<file path="src/rtl/branch_unit.sv">
// Jump-resolution stage: decodes branch instructions against registered ALU flags and a
// loadable jump-target LUT, drives Jen/Jump to the PC. Optional call stack via CALL_STACK_EN.
module branch_unit #(
  parameter int LUT_DEPTH   = 16,
  parameter int STACK_DEPTH = 4
) (
  input  logic       Clk,
  input  logic       Reset,
  input  logic       start,
  input  logic [8:0] Instruction,
  input  logic [7:0] PC,
  input  logic       zero_in,
  input  logic       lt_in,
  input  logic       flag_we,
  input  logic       done_in,
  input  logic       lut_we,
  input  logic [3:0] lut_addr,
  input  logic [7:0] lut_data,
  output logic       Jen,
  output logic [7:0] Jump,
  output logic       busy,
  output logic [7:0] taken_cnt,
  output logic       stk_err
);

  typedef enum logic [1:0] {IDLE, RUN, DONE} state_t;

  state_t     state;
  logic       z_q;
  logic       lt_q;
  logic [7:0] lut [LUT_DEPTH];

  logic       active;
  logic       is_br;
  logic       cond_ok;
  logic [7:0] target;

  function automatic logic [7:0] sat_inc(input logic [7:0] v);
    return (v == 8'hFF) ? v : v + 8'd1;
  endfunction

  assign active = (state == RUN) && !done_in;
  assign is_br  = (Instruction[8:6] == 3'b111);
  assign target = lut[Instruction[3:0]];

  always_comb begin
    cond_ok = 1'b0;
    case (Instruction[5:4])
      2'b00: cond_ok = 1'b1;
      2'b01: cond_ok = z_q;
      2'b10: cond_ok = !z_q;
      2'b11: cond_ok = lt_q;
    endcase
  end

`ifdef CALL_STACK_EN
  localparam int SP_W  = $clog2(STACK_DEPTH + 1);
  localparam int IDX_W = (STACK_DEPTH > 1) ? $clog2(STACK_DEPTH) : 1;

  logic [7:0]      stk [STACK_DEPTH];
  logic [SP_W-1:0] sp;
  logic            is_call;
  logic            is_ret;
  logic            stk_full;
  logic            stk_empty;
  logic [IDX_W-1:0] push_idx;
  logic [IDX_W-1:0] top_idx;

  assign is_call   = (Instruction[8:6] == 3'b110) && !Instruction[5];
  assign is_ret    = (Instruction[8:6] == 3'b110) &&  Instruction[5];
  assign stk_full  = (sp == SP_W'(STACK_DEPTH));
  assign stk_empty = (sp == '0);
  assign push_idx  = IDX_W'(sp);
  assign top_idx   = IDX_W'(sp - SP_W'(1));

  always_comb begin
    Jen  = 1'b0;
    Jump = 8'h00;
    if (active) begin
      if ((is_br && cond_ok) || is_call) begin
        Jen  = 1'b1;
        Jump = target;
      end else if (is_ret && !stk_empty) begin
        Jen  = 1'b1;
        Jump = stk[top_idx];
      end
    end
  end

  // Stack pointer and error flag are control; return addresses are plain storage.
  always_ff @(posedge Clk or negedge Reset) begin
    if (!Reset) begin
      sp      <= '0;
      stk_err <= 1'b0;
    end else if (start) begin
      sp <= '0;
    end else if (active) begin
      if (is_call) begin
        if (stk_full) stk_err <= 1'b1;
        else          sp      <= sp + SP_W'(1);
      end else if (is_ret) begin
        if (stk_empty) stk_err <= 1'b1;
        else           sp      <= sp - SP_W'(1);
      end
    end
  end

  always_ff @(posedge Clk) begin
    if (!start && active && is_call && !stk_full)
      stk[push_idx] <= PC + 8'd1;
  end
`else
  logic unused_pc;

  assign unused_pc = ^PC;
  assign stk_err   = 1'b0;

  always_comb begin
    Jen  = 1'b0;
    Jump = 8'h00;
    if (active && is_br && cond_ok) begin
      Jen  = 1'b1;
      Jump = target;
    end
  end
`endif

  // Run-state FSM, flags, LUT and taken counter; branches always see pre-edge flags/LUT.
  always_ff @(posedge Clk or negedge Reset) begin
    if (!Reset) begin
      state     <= IDLE;
      busy      <= 1'b0;
      taken_cnt <= 8'h00;
      z_q       <= 1'b0;
      lt_q      <= 1'b0;
      for (int i = 0; i < LUT_DEPTH; i++) lut[i] <= 8'h00;
    end else begin
      if (start) begin
        state     <= RUN;
        busy      <= 1'b1;
        taken_cnt <= 8'h00;
      end else begin
        if (state == RUN && done_in) begin
          state <= DONE;
          busy  <= 1'b0;
        end
        if (Jen) taken_cnt <= sat_inc(taken_cnt);
      end
      if (flag_we) begin
        z_q  <= zero_in;
        lt_q <= lt_in;
      end
      if (lut_we) lut[lut_addr] <= lut_data;
    end
  end

endmodule
</file>
<file path="config.mk">
export PLATFORM = sky130hd
export DESIGN_NAME = branch_unit
export DESIGN_NICKNAME = d
export VERILOG_FILES = /design/src/rtl/branch_unit.sv
export SDC_FILE = /design/constraint.sdc
export NUM_CORES = 1
export LEC_CHECK = 0
export CORE_MARGIN = 8
export CORE_UTILIZATION = 52
export DETAILED_ROUTE_END_ITERATION = 7
export GPL_TIMING_DRIVEN = 0
export PLACE_DENSITY = 0.85
export SLEW_MARGIN = 10
export SYNTH_ARGS = -nofsm -noshare
export SYNTH_HDL_FRONTEND = slang
export SYNTH_SLANG_ARGS = --single-unit
</file>
<file path="constraint.sdc">
create_clock -name Clk -period 1.7 [get_ports Clk]
set_input_delay 0.34 -clock Clk [delete_from_list [all_inputs] [get_ports Clk]]
set_output_delay 0.34 -clock Clk [all_outputs]
set_load 0.05 [all_outputs]
</file>
# After elaboration in Yosys (flattened, before gate mapping)
# Cells that the tools add are included.
[word_totals]
ff_bits = 141
in_bits = 37
output_inout_bits = 19
elab_cells = 61
[classes]
add_sub_neg = 1
order_cmp = 3
eq_ne = 7
mux = 16
n_bitwise = 2
reduce_logical = 11
[ops]
columns = ["operator", "count"]
rows = [
  ["$bwmux W128", 1],
  ["$mux W8", 7],
  ["$bmux W8 S4", 1],
  ["$demux W8 S4", 1],
  ["$ge A5 B5 Y1 const B", 2],
  ["$not A4 Y5", 2],
  ["$add A8 B1 Y8 const B", 1],
  ["$eq A8 B8 Y1 const B", 1],
  ["$logic_and A1 B1 Y1", 5],
  ["$lt A5 B1 Y1 const B", 1],
  ["$eq A2 B1 Y1 const B", 2],
  ["$eq A2 B2 Y1 const B", 2],
  ["$mux W2", 2],
  ["$pmux W1 S4", 1],
  ["$reduce_bool A2 Y1", 2],
  ["$eq A3 B3 Y1 const B", 1],
  ["$mux W1", 3],
  ["$logic_not A1 Y1", 2],
  ["$logic_not A2 Y1", 1],
  ["$ne A2 B2 Y1 const B", 1],
  ["$reduce_and A2 Y1", 1],
]

# Depth between registers and ports, before layout
# Gate-level depths: netlist of the first run.
[depth]
word_depth = 7
mapped_depth = 6
ltp_nobuf = 5

# Worst setup path after synthesis of the first run
# Ideal clock, no wire load.
[synth_path]
path_kind = "register to output"
from = "reg state[0]"
to = "out Jump[6]"
arrival_time_ps = 2465
required_time_ps = 1360
setup_slack_ps = -1105
path_stages_with_launch = 6
path_cell_list = "dfrtp_1 > and4bb_2 > o211ai_4 > inv_1 > nand2_1 > o22ai_1"
[synth_between]
elab_chain_cells = 5
[synth_rtl]
columns = ["element", "line_no", "text"]
rows = [
  ["start, declared", "28", "state_t state;"],
  ["start signal, assigned", "131", "state <= IDLE;"],
  ["start signal, assigned", "139", "state <= RUN;"],
  ["start signal, assigned", "144", "state <= DONE;"],
  ["$eq A2 B1 Y1", "42", "assign active = (state == RUN) && !done_in;"],
  ["$logic_and A1 B1 Y1", "42", ""],
  ["$logic_and A1 B1 Y1 (2 in series)", "121", "if (active && is_br && cond_ok) begin"],
  ["$mux W8", "121", ""],
  ["end, declared", "20", "output logic [7:0] Jump,"],
]
# No other way between the ends.

# Worst setup path after layout of the first run
[layout_path]
from = "reg z_q"
to = "out Jump[1]"
[layout_between]
elab_chain_cells = 4
[layout_rtl]
columns = ["element", "line_no", "text"]
rows = [
  ["start, declared", "29", "logic z_q;"],
  ["start signal, assigned", "150", "z_q <= zero_in;"],
  ["$logic_not A1 Y1", "51", "2'b10: cond_ok = !z_q;"],
  ["$pmux W1 S4 *", "48", "case (Instruction[5:4])"],
  ["$logic_and A1 B1 Y1 *", "121", ""],
  ["$mux W8 *", "121", ""],
]
# Every way passes the cells marked *; elsewhere a longest branch is shown, timed or not.

==> flow_metrics.env, run 1 <==
export IMPL_status="finished with violations"
export IMPL_violations="setup timing"
export IMPL_synth_top_area_frac=0.539
export IMPL_leakagePower_nw=3.41
export IMPL_die_w_um=128
export IMPL_cts_max_level=4
export IMPL_vias=4101
export IMPL_synth_top_family_by_area="multiplexers"
export IMPL_synth_edf_count=0
export IMPL_async_flop_share=1.00
export IMPL_clkLatencyLatePin_ns=0.42
export IMPL_synthToLayoutAreaGrowth_pct=28.0
export IMPL_critical_path_startpoint_type="register"
export IMPL_yosysSeqAreaShare=0.539
export IMPL_totalWireLength_um=16000
export IMPL_max_slew_margin_rel=0.612
export IMPL_rsz0062_at_grt="yes"
export IMPL_syn_num_nets=464
export IMPL_synthMuxAreaShare=0.364
export IMPL_synth_most_common_cell="dfrtp_1"
export IMPL_start_util=0.524
export IMPL_critPathArrivalTime_ns=1.98
export IMPL_fmax_mhz=431
export IMPL_synth_xor_area_share=0
export IMPL_skew_ns=0.00874
export IMPL_synthCells=426
export IMPL_track_usage=0.204
export IMPL_endpoint_kind="output port"
export IMPL_synth_cells_most_frequent="dfrtp_1 (140), mux2_2 (130), mux4_2 (32), mux2i_1 (18), clkbuf_1 (11)"
export IMPL_drv_cap=0
export IMPL_dieArea_sq_um=16300
export IMPL_cts_buffers=17
export IMPL_hold_viol_final=0
export IMPL_tightest_slew_ns=0.582
export IMPL_path_max_fanout=8
export IMPL_dr_pass1_iters=4
export IMPL_ant_nets=0
export IMPL_grt_pass1_vias=4497
export IMPL_synth_area_leaders="dfrtp_1 (54%), mux2_2 (23%), mux4_2 (11%)"
export IMPL_diodes=0
export IMPL_core_rowCount=41
export IMPL_drcViolationCount=0
export IMPL_n_fill_cell=858
export IMPL_finalSetupViolCount=14
export IMPL_pin_count=56
export IMPL_grt_max_degree=99
export IMPL_whs_ns=0.419
export IMPL_synth_ff_latch_count=140
export IMPL_nNetsFinal=542
export IMPL_die_y_um=128
export IMPL_synthAdderAreaFrac=0.00192
export IMPL_multi_input_comb_area_sq_um=3180
export IMPL_avgSynthCellArea_sq_um=15.3
export IMPL_report_final_slew_viol_count=0
export IMPL_cts_buffer_depth=2
export IMPL_grt_overflow=0
export IMPL_synth_compound_area_frac=0.0264
export IMPL_clock_tree_root_cell="clkbuf_16"
export IMPL_hold_path_class="input port to asynchronous set/reset pin"
export IMPL_path_class="register to output port"
export IMPL_critPathRequiredTime_ns=1.36
export IMPL_io_buffers=44
export IMPL_worst_slack_ns=-0.620
export IMPL_gp_congestion=0.834
export IMPL_syn_area_sq_um=6500
export IMPL_coreArea_sq_um=12400
export IMPL_drive_above_1_share=0.572
export IMPL_synthSimpleGateAreaFrac=0.0474
export IMPL_yosys_cell_types_count=33
export IMPL_yosys_area_top_type="dfrtp_1"
export IMPL_hpwlAfterDp_um=10100
export IMPL_wire_per_inst_um=23.3
export IMPL_seqCellArea_sq_um=3510
export IMPL_drtIter0Drc=238
export IMPL_peakVddDrop_mv=0.688
export IMPL_ys_flop_type="dfrtp_1"
export IMPL_period_share=1.36
export IMPL_cts_tree="built"
export IMPL_period_needed_ns=2.32
export IMPL_setup_tns_final_ns=-5.53
export IMPL_cts_sinks=140
export IMPL_yosys_warnings=0
export IMPL_grt_pass1_wl_um=24900
export IMPL_antenna_found_initial=0
export IMPL_vias_per_cell=5.96
export IMPL_clkTransAtPathRegs_ns=0.05
export IMPL_power_density_nw_per_um2=1180
==> cell type report <==
type	count	share of cell area
inverter	2	0.00135
timing repair buffer	59	0.0775
sequential	140	0.422
tap	172	0.0259
multi-input combinational	257	0.382
clock inverter	6	0.00692
clock buffer	25	0.0632
buffer	27	0.0215
==> cell usage in the layout, fill, tap and decap left out, types with 6 or more instances in the layout <==
cell type	count
mux2i_1	7
clkbuf_8	7
nor2_4	9
mux2_2	130
mux2i_2	11
clkdlybuf4s50_1	22
buf_6	14
buf_4	13
nand2b_1	7
o22ai_4	8
buf_12	6
clkbuf_1	10
dfrtp_1	136
mux4_2	32
clkbuf_16	17
==> sequential cells by signal, summed over array words and instances (netlist names) <==
signal / count
lt_q: 1
lut: 128
state: 2
taken_cnt: 8
z_q: 1
==> critical path, stage by stage, from the launching register on <==
cell and delay [ns]:
dfrtp_1 0.40, mux2i_2 0.18, o211ai_4 0.24, clkinvlp_4 0.20, nand2_4 0.26, o22ai_4 0.12, buf_6 0.17
==> power by group <==
part | total (W) | switching (W) | internal [W]
Sequential | 0.00442 | 0.000366 | 0.00405
Combinational | 0.00176 | 0.000702 | 0.00106
Clock | 0.00360 | 0.00133 | 0.00227
Total | 0.00978 | 0.00240 | 0.00738
==> worst paths after layout <==
check | from | endpoint | slack, ns | depth (start not counted)
max | z_q | Jump[1] | -0.62 | 6
min | Reset | lt_q | 0.42 | 2
max reg2reg | taken_cnt[0] | taken_cnt[3] | -0.05 | 6
min reg2reg | lut[41] | lut[41] | 0.50 | 1
max in group asynchronous | Reset | lut[21] | 0.49 | 3
min in group Clk | lut[41] | lut[41] | 0.50 | 1
==> logic make-up (layout without fill, tap and decap cells) <==
logic type                 after synthesis  after routing
AOI/OAI and AO/OA                       25             25
muxes                                  180            180
other                                    1              1
and+or+nand+nor                         50             50
DFF                                    140            140
buffers and inverters                   29            119
adders and majority gates                1              1
==> metrics by stage <==
| step | utilization | power, W | cells | instance area, sq um | setup slack (ns) |
|---|---|---|---|---|---|
| 2_1_floorplan | - | 0.00560 | 426 | 6650 | -0.407 |
| 3_3_place_gp | 0.588 | 0.00596 | 642 | 7300 | -5.28 |
| 3_5_place_dp | 0.591 | 0.00612 | 643 | 7330 | -1.79 |
| 4_1_cts | 0.651 | 0.00983 | 678 | 8080 | -0.655 |
| 5_1_grt | 0.670 | 0.0102 | 688 | 8320 | -0.698 |
| 6_report | 0.670 | 0.00978 | 688 | 8320 | -0.620 |
==> layer usage <==
metal / global-route usage / wire length [um] / vias to the layer above
met5: 0 / 0 / -
met4: 0.0769 / 310 / 0
met3: 0.0562 / 975 / 23
met2: 0.338 / 8280 / 131
met1: 0.248 / 6440 / 2193
li1: - / - / 1754
==> timing repair <==
item	CTS	global route
setup endpoints to repair	51	121
setup buffers	3	12
pin swaps	9	11
gates resized for setup	119	27
hold endpoints to repair	42	0
hold buffers	1	0
No activity file was read; power rests on OpenSTA's default activity.
==> run 2: changes to the inputs <==
Settings changed: GPL_TIMING_DRIVEN 0 to not set.
Clock period 1.7 ns to 1.99 ns, I/O delays scaled along.
==> flow_metrics.env, run 2 (same netlist as run 1, synthesis figures left out) <==
export IMPL_pin_count=56
export IMPL_r2r_start="state[1]"
export IMPL_crit_slowest_cell="dfrtp_1"
export IMPL_period_needed_ns=2.40
export IMPL_p_comb_frac=0.185
export IMPL_drcViolationCount=0
export IMPL_clock_tree_root_cell="clkbuf_16"
export IMPL_die_y_um=128
export IMPL_cts_buffers=17
export IMPL_cts_tree="built"
export IMPL_totalWireLength_um=14700
export IMPL_crit_chain="and3_4 -> o211ai_4 -> clkinvlp_4 -> nand2b_4 -> buf_12 -> o22ai_4 -> buf_12"
export IMPL_report_final_slew_viol_count=0
export IMPL_drive_above_1_share=0.543
export IMPL_die_w_um=128
export IMPL_sw_frac_of_total=0.241
export IMPL_rr_worst_depth=5
export IMPL_skew_ns=0.00135
export IMPL_clkLatencyLatePin_ns=0.41
export IMPL_synthToLayoutAreaGrowth_pct=29.8
export IMPL_critical_path_startpoint_type="register"
export IMPL_coreArea_sq_um=12400
export IMPL_min_from="done_in"
export IMPL_fmax_mhz=417
export IMPL_core_rowCount=41
export IMPL_ant_nets=0
export IMPL_grt_pass1_vias=4570
export IMPL_hold_viol_final=0
export IMPL_dieArea_sq_um=16300
export IMPL_period_share=1.20
export IMPL_largest_reg_flops=128
export IMPL_clkTransAtPathRegs_ns=0.05
export IMPL_p_sw_w=0.00204
export IMPL_grt_max_degree=52
export IMPL_most_common_layout_cells="dfrtp_1 (139), mux2_2 (130), buf_4 (45)"
export IMPL_critPathRequiredTime_ns=1.59
export IMPL_setup_tns_final_ns=-3.46
export IMPL_antenna_found_initial=0
export IMPL_ff2ff_setup_slack_ns=0.22
export IMPL_peakVddDrop_mv=0.680
export IMPL_holdPathEnd="state[1]"
export IMPL_endpoint_kind="output port"
export IMPL_mostFrequentLayoutCell="dfrtp_1"
export IMPL_design_area_sq_um=8440
export IMPL_rsz0062_at_grt="yes"
export IMPL_leakagePower_nw=3.59
export IMPL_power_density_nw_per_um2=1000
export IMPL_vias_per_cell=5.69
export IMPL_gp_congestion=0.780
export IMPL_status="finished with violations"
export IMPL_max_slew_margin_rel=0.537
export IMPL_hold_path_class="input port to register"
export IMPL_placed_area_sq_um=7760
export IMPL_dr_pass1_iters=4
export IMPL_nNetsFinal=557
export IMPL_cts_buffer_depth=2
export IMPL_top_register="lut"
export IMPL_power_frac_seq=0.446
export IMPL_worst_slack_ns=-0.407
export IMPL_violations="setup timing"
export IMPL_diodes=0
export IMPL_p_int_w=0.00642
export IMPL_reg2reg_to="taken_cnt[7]"
export IMPL_clkPwrFrac=0.368
export IMPL_grt_overflow=0
export IMPL_wire_per_inst_um=20.9
export IMPL_tightest_slew_ns=0.692
export IMPL_start_util=0.524
export IMPL_critPathMaxStageDelay_ns=0.38
export IMPL_min_path_cells=4
export IMPL_critPathArrivalTime_ns=2.00
export IMPL_pre_cts_slack_ns=-0.564
export IMPL_track_usage=0.196
export IMPL_drv_cap=0
export IMPL_crit_top_cell="buf_12"
export IMPL_vias=4008
export IMPL_finalSetupViolCount=9
export IMPL_path_class="register to output port"
export IMPL_path_max_fanout=8
export IMPL_io_buffers=46
export IMPL_cts_max_level=4
export IMPL_totalPowerFinal_w=0.00846
export IMPL_grt_pass1_wl_um=24400
export IMPL_hpwlAfterDp_um=10100
export IMPL_drtIter0Drc=204
export IMPL_top_regs="lut (128), taken_cnt (8), state (2)"
export IMPL_cts_sinks=140
==> run 2: timing repair <==
action                                 in CTS  in global routing
pin swaps                                   3                  4
setup buffers                               1                  1
setup endpoints to repair                  15                  9
endpoints found under the hold margin      48                  0
hold buffers                                1                  0
gates cloned                                1                  0
gates resized for setup                    13                  3
==> run 2: layout make-up <==
type / instances / area (sq um)
flip-flops and latches: 140 / 3500
well taps: 172 / 215
clock buffers: 21 / 480
clock inverters: 11 / 116
inverters: 2 / 11.3
repair buffers: 101 / 1100
fillers: 832 / 3980
multi-input cells: 257 / 3010
==> run 2: critical path: cells and delay by family (launching register included) <==
family,cells,cell delay [ns]
AND/OR/NAND/NOR,2,0.31
buffers and inverters,3,0.54
flip-flops,1,0.38
AO/OA/AOI/OAI,2,0.33
==> run 2: worst max-delay path by stage <==
stage | start | endpoint | cells past startpoint
floorplan | state[0] | Jump[0] | 6
global placement | Instruction[3] | Jump[5] | 7
detailed placement | Instruction[3] | Jump[4] | 7
CTS | z_q | Jump[5] | 6
global route | z_q | Jump[0] | 7
finish | lt_q | Jump[5] | 7
==> run 2: power by group through the flow <==
stage	combinational, W	clock (W)	sequential, W
finish	0.00157	0.00312	0.00377
global route	0.00168	0.00329	0.00385
CTS	0.00159	0.00318	0.00378
detailed placement	0.00156	0	0.00382
global placement	0.00148	0	0.00375
floorplan	0.00108	0	0.00370
==> run 2: metrics by stage <==
stage	utilization	hold slack, ns	instances
after global routing	0.680	0.493	704
final	0.680	0.469	704
after CTS	0.678	0.462	703
after floorplan	-	0.102	426
after detailed placement	0.625	0.376	668
after global placement	0.625	0.368	668
==> run 2: metal layers <==
metal	vias up	wire, um	global-route usage
li1	1794	-	-
met1	2100	6060	0.229
met2	98	7730	0.340
met3	16	761	0.0562
met4	0	161	0.0629
met5	-	0	0
==> run 3: changes to the inputs <==
--- a/config.mk
+++ b/config.mk
@@ -7,7 +7,8 @@
 export LEC_CHECK = 0
 export CORE_MARGIN = 8
-export CORE_UTILIZATION = 52
+export CORE_UTILIZATION = 57
 export DETAILED_ROUTE_END_ITERATION = 7
-export PLACE_DENSITY = 0.85
+export DONT_BUFFER_PORTS = 1
+export PLACE_DENSITY = 0.84
 export SLEW_MARGIN = 10
 export SYNTH_ARGS = -nofsm -noshare
==> constraint.sdc (replaced) <==
create_clock -name Clk -period 1.99 [get_ports Clk]
set_input_delay 0.398 -clock Clk [delete_from_list [all_inputs] [get_ports Clk]]
set_output_delay 0.398 -clock Clk [all_outputs]
set_load 0.02 [all_outputs]
==> flow_metrics.env, run 3 (same netlist as run 1, synthesis figures left out) <==
export IMPL_crit_cells=4
export IMPL_cts_buffers=17
export IMPL_coreArea_sq_um=11300
export IMPL_rsz0062_at_grt="yes"
export IMPL_cts_tree="built"
export IMPL_path_class="register to output port"
export IMPL_antenna_found_initial=0
export IMPL_critPathArrivalTime_ns=1.84
export IMPL_rr_worst_depth=5
export IMPL_period_needed_ns=2.24
export IMPL_mostFrequentLayoutCell="dfrtp_1"
export IMPL_drv_cap=0
export IMPL_gp_congestion=0.769
export IMPL_crit_chain="mux4_2 -> mux2i_1 -> o22ai_4 -> buf_6"
export IMPL_top_regs="lut (128), taken_cnt (8), state (2)"
export IMPL_worst_slack_ns=-0.245
export IMPL_pre_cts_slack_ns=-0.000226
export IMPL_status="finished with violations"
export IMPL_finalSetupViolCount=8
export IMPL_fmax_mhz=447
export IMPL_top_register="lut"
export IMPL_cts_max_level=4
export IMPL_wire_per_inst_um=22.5
export IMPL_power_density_nw_per_um2=1060
export IMPL_critPathMaxStageDelay_ns=0.48
export IMPL_placed_area_sq_um=6730
export IMPL_vias_per_cell=6.19
export IMPL_critical_path_startpoint_type="register"
export IMPL_synthToLayoutAreaGrowth_pct=14.5
export IMPL_drive_above_1_share=0.524
export IMPL_cts_buffer_depth=2
export IMPL_ant_nets=0
export IMPL_tightest_slew_ns=0.591
export IMPL_skew_ns=0.00795
export IMPL_core_rowCount=39
export IMPL_drcViolationCount=0
export IMPL_most_common_layout_cells="dfrtp_1 (140), mux2_2 (130), mux4_2 (32)"
export IMPL_report_final_slew_viol_count=0
export IMPL_grt_max_degree=141
export IMPL_die_y_um=123
export IMPL_hold_path_class="input port to asynchronous set/reset pin"
export IMPL_reg2reg_to="taken_cnt[4]"
export IMPL_dr_pass1_iters=4
export IMPL_max_slew_margin_rel=0.605
export IMPL_diodes=0
export IMPL_die_w_um=123
export IMPL_grt_pass1_wl_um=21700
export IMPL_endpoint_kind="output port"
export IMPL_grt_overflow=0
export IMPL_leakagePower_nw=3.13
export IMPL_vias=3695
export IMPL_whs_ns=-0.324
export IMPL_start_util=0.577
export IMPL_path_max_fanout=2
export IMPL_dieArea_sq_um=15100
export IMPL_path_delay_family="multiplexers"
export IMPL_grt_pass1_vias=4066
export IMPL_largest_reg_flops=128
export IMPL_r2r_start="taken_cnt[0]"
export IMPL_drtIter0Drc=217
export IMPL_nNetsFinal=482
export IMPL_hpwlAfterDp_um=8590
export IMPL_period_share=1.12
export IMPL_ff2ff_setup_slack_ns=0.23
export IMPL_totalWireLength_um=13400
export IMPL_cts_sinks=140
export IMPL_design_area_sq_um=7440
export IMPL_crit_buf_inv=1
export IMPL_critPathRequiredTime_ns=1.59
export IMPL_clock_tree_root_cell="clkbuf_16"
export IMPL_crit_slowest_cell="mux4_2"
export IMPL_hold_viol_final=140
export IMPL_clkTransAtPathRegs_ns=0.06
export IMPL_pin_count=56
export IMPL_peakVddDrop_mv=1.21
export IMPL_track_usage=0.192
export IMPL_violations="hold timing, setup timing"
export IMPL_clkLatencyLatePin_ns=0.41
export IMPL_n_fill_cell=770
export IMPL_dp_cells=566
export IMPL_fin_cells=597
export IMPL_io_buffers=0
run 3: cell count changes in the layout (fill, tap and decap cells not counted), sizes merged:
cell / before / now
buf: 67 / 26
bufbuf: 1 / 0
clkbuf: 21 / 27
clkdlybuf4s50: 22 / 0
clkinv: 6 / 0
clkinvlp: 4 / 0
dlygate4sd2: 8 / 0
dlygate4sd3: 1 / 0
dlymetal6s2s: 2 / 0
inv: 1 / 2
run 3: worst max path at each step:
stage	startpoint	to	slack, ns
floorplan	state[0]	Jump[0]	-0.06
CTS	state[1]	Jump[0]	-0.27
finish	lut[15]	Jump[7]	-0.25
detailed placement	done_in	Jump[4]	-0.0002
global placement	done_in	Jump[1]	-0.001
global route	state[1]	Jump[4]	-0.30
run 3: final cells by class:
| class | instances | area, sq um | share of cell area |
|---|---|---|---|
| Tap cell | 143 | 179 | 0.0240 |
| Inverter | 2 | 10.0 | 0.00134 |
| Clock buffer | 27 | 483 | 0.0649 |
| Clock inverter | 2 | 60.1 | 0.00807 |
| Sequential cell | 140 | 3500 | 0.471 |
| Timing Repair Buffer | 26 | 236 | 0.0318 |
| Multi-Input combinational cell | 257 | 2970 | 0.399 |
run 3: metrics by stage:
stage | TNS [ns] | util | hold WS, ns | total power, W
after floorplan | -0.439 | - | 0.102 | 0.00470
after global placement | -0.00126 | 0.597 | 0.106 | 0.00479
after CTS | -2.08 | 0.658 | -0.342 | 0.00796
after global routing | -2.31 | 0.660 | -0.348 | 0.00824
after detailed placement | -0.000226 | 0.597 | 0.106 | 0.00492
final | -1.75 | 0.660 | -0.324 | 0.00791
run 3: worst reg2reg max path, delay by kind of cell, from the launching register on:
kind	cells	cell delay (ns)
AO/OA/AOI/OAI	1	0.07
adder cells (fa/ha/maj)	1	0.28
flip-flops	1	0.52
AND/OR/NAND/NOR	3	0.77
run 3: what timing repair did:
item / 4_1_cts / 5_1_grt
pin swaps: 8 / 1
hold endpoints to repair: 140 / 140
setup buffers: 2 / 0
setup endpoints to repair: 8 / 9
resized for setup: 27 / 6
run 3: layer usage:
metal,vias to the layer above,track usage,routed length (um)
met4,0,0.0655,201
met2,90,0.316,6830
met3,15,0.0603,758
met1,1957,0.236,5620
li1,1633,-,-
met5,-,0,0
run 3: power breakdown:
group	switching [W]	internal, W
clock	0.00108	0.00189
sequential	0.000295	0.00346
combinational	0.000367	0.000819
total	0.00174	0.00617
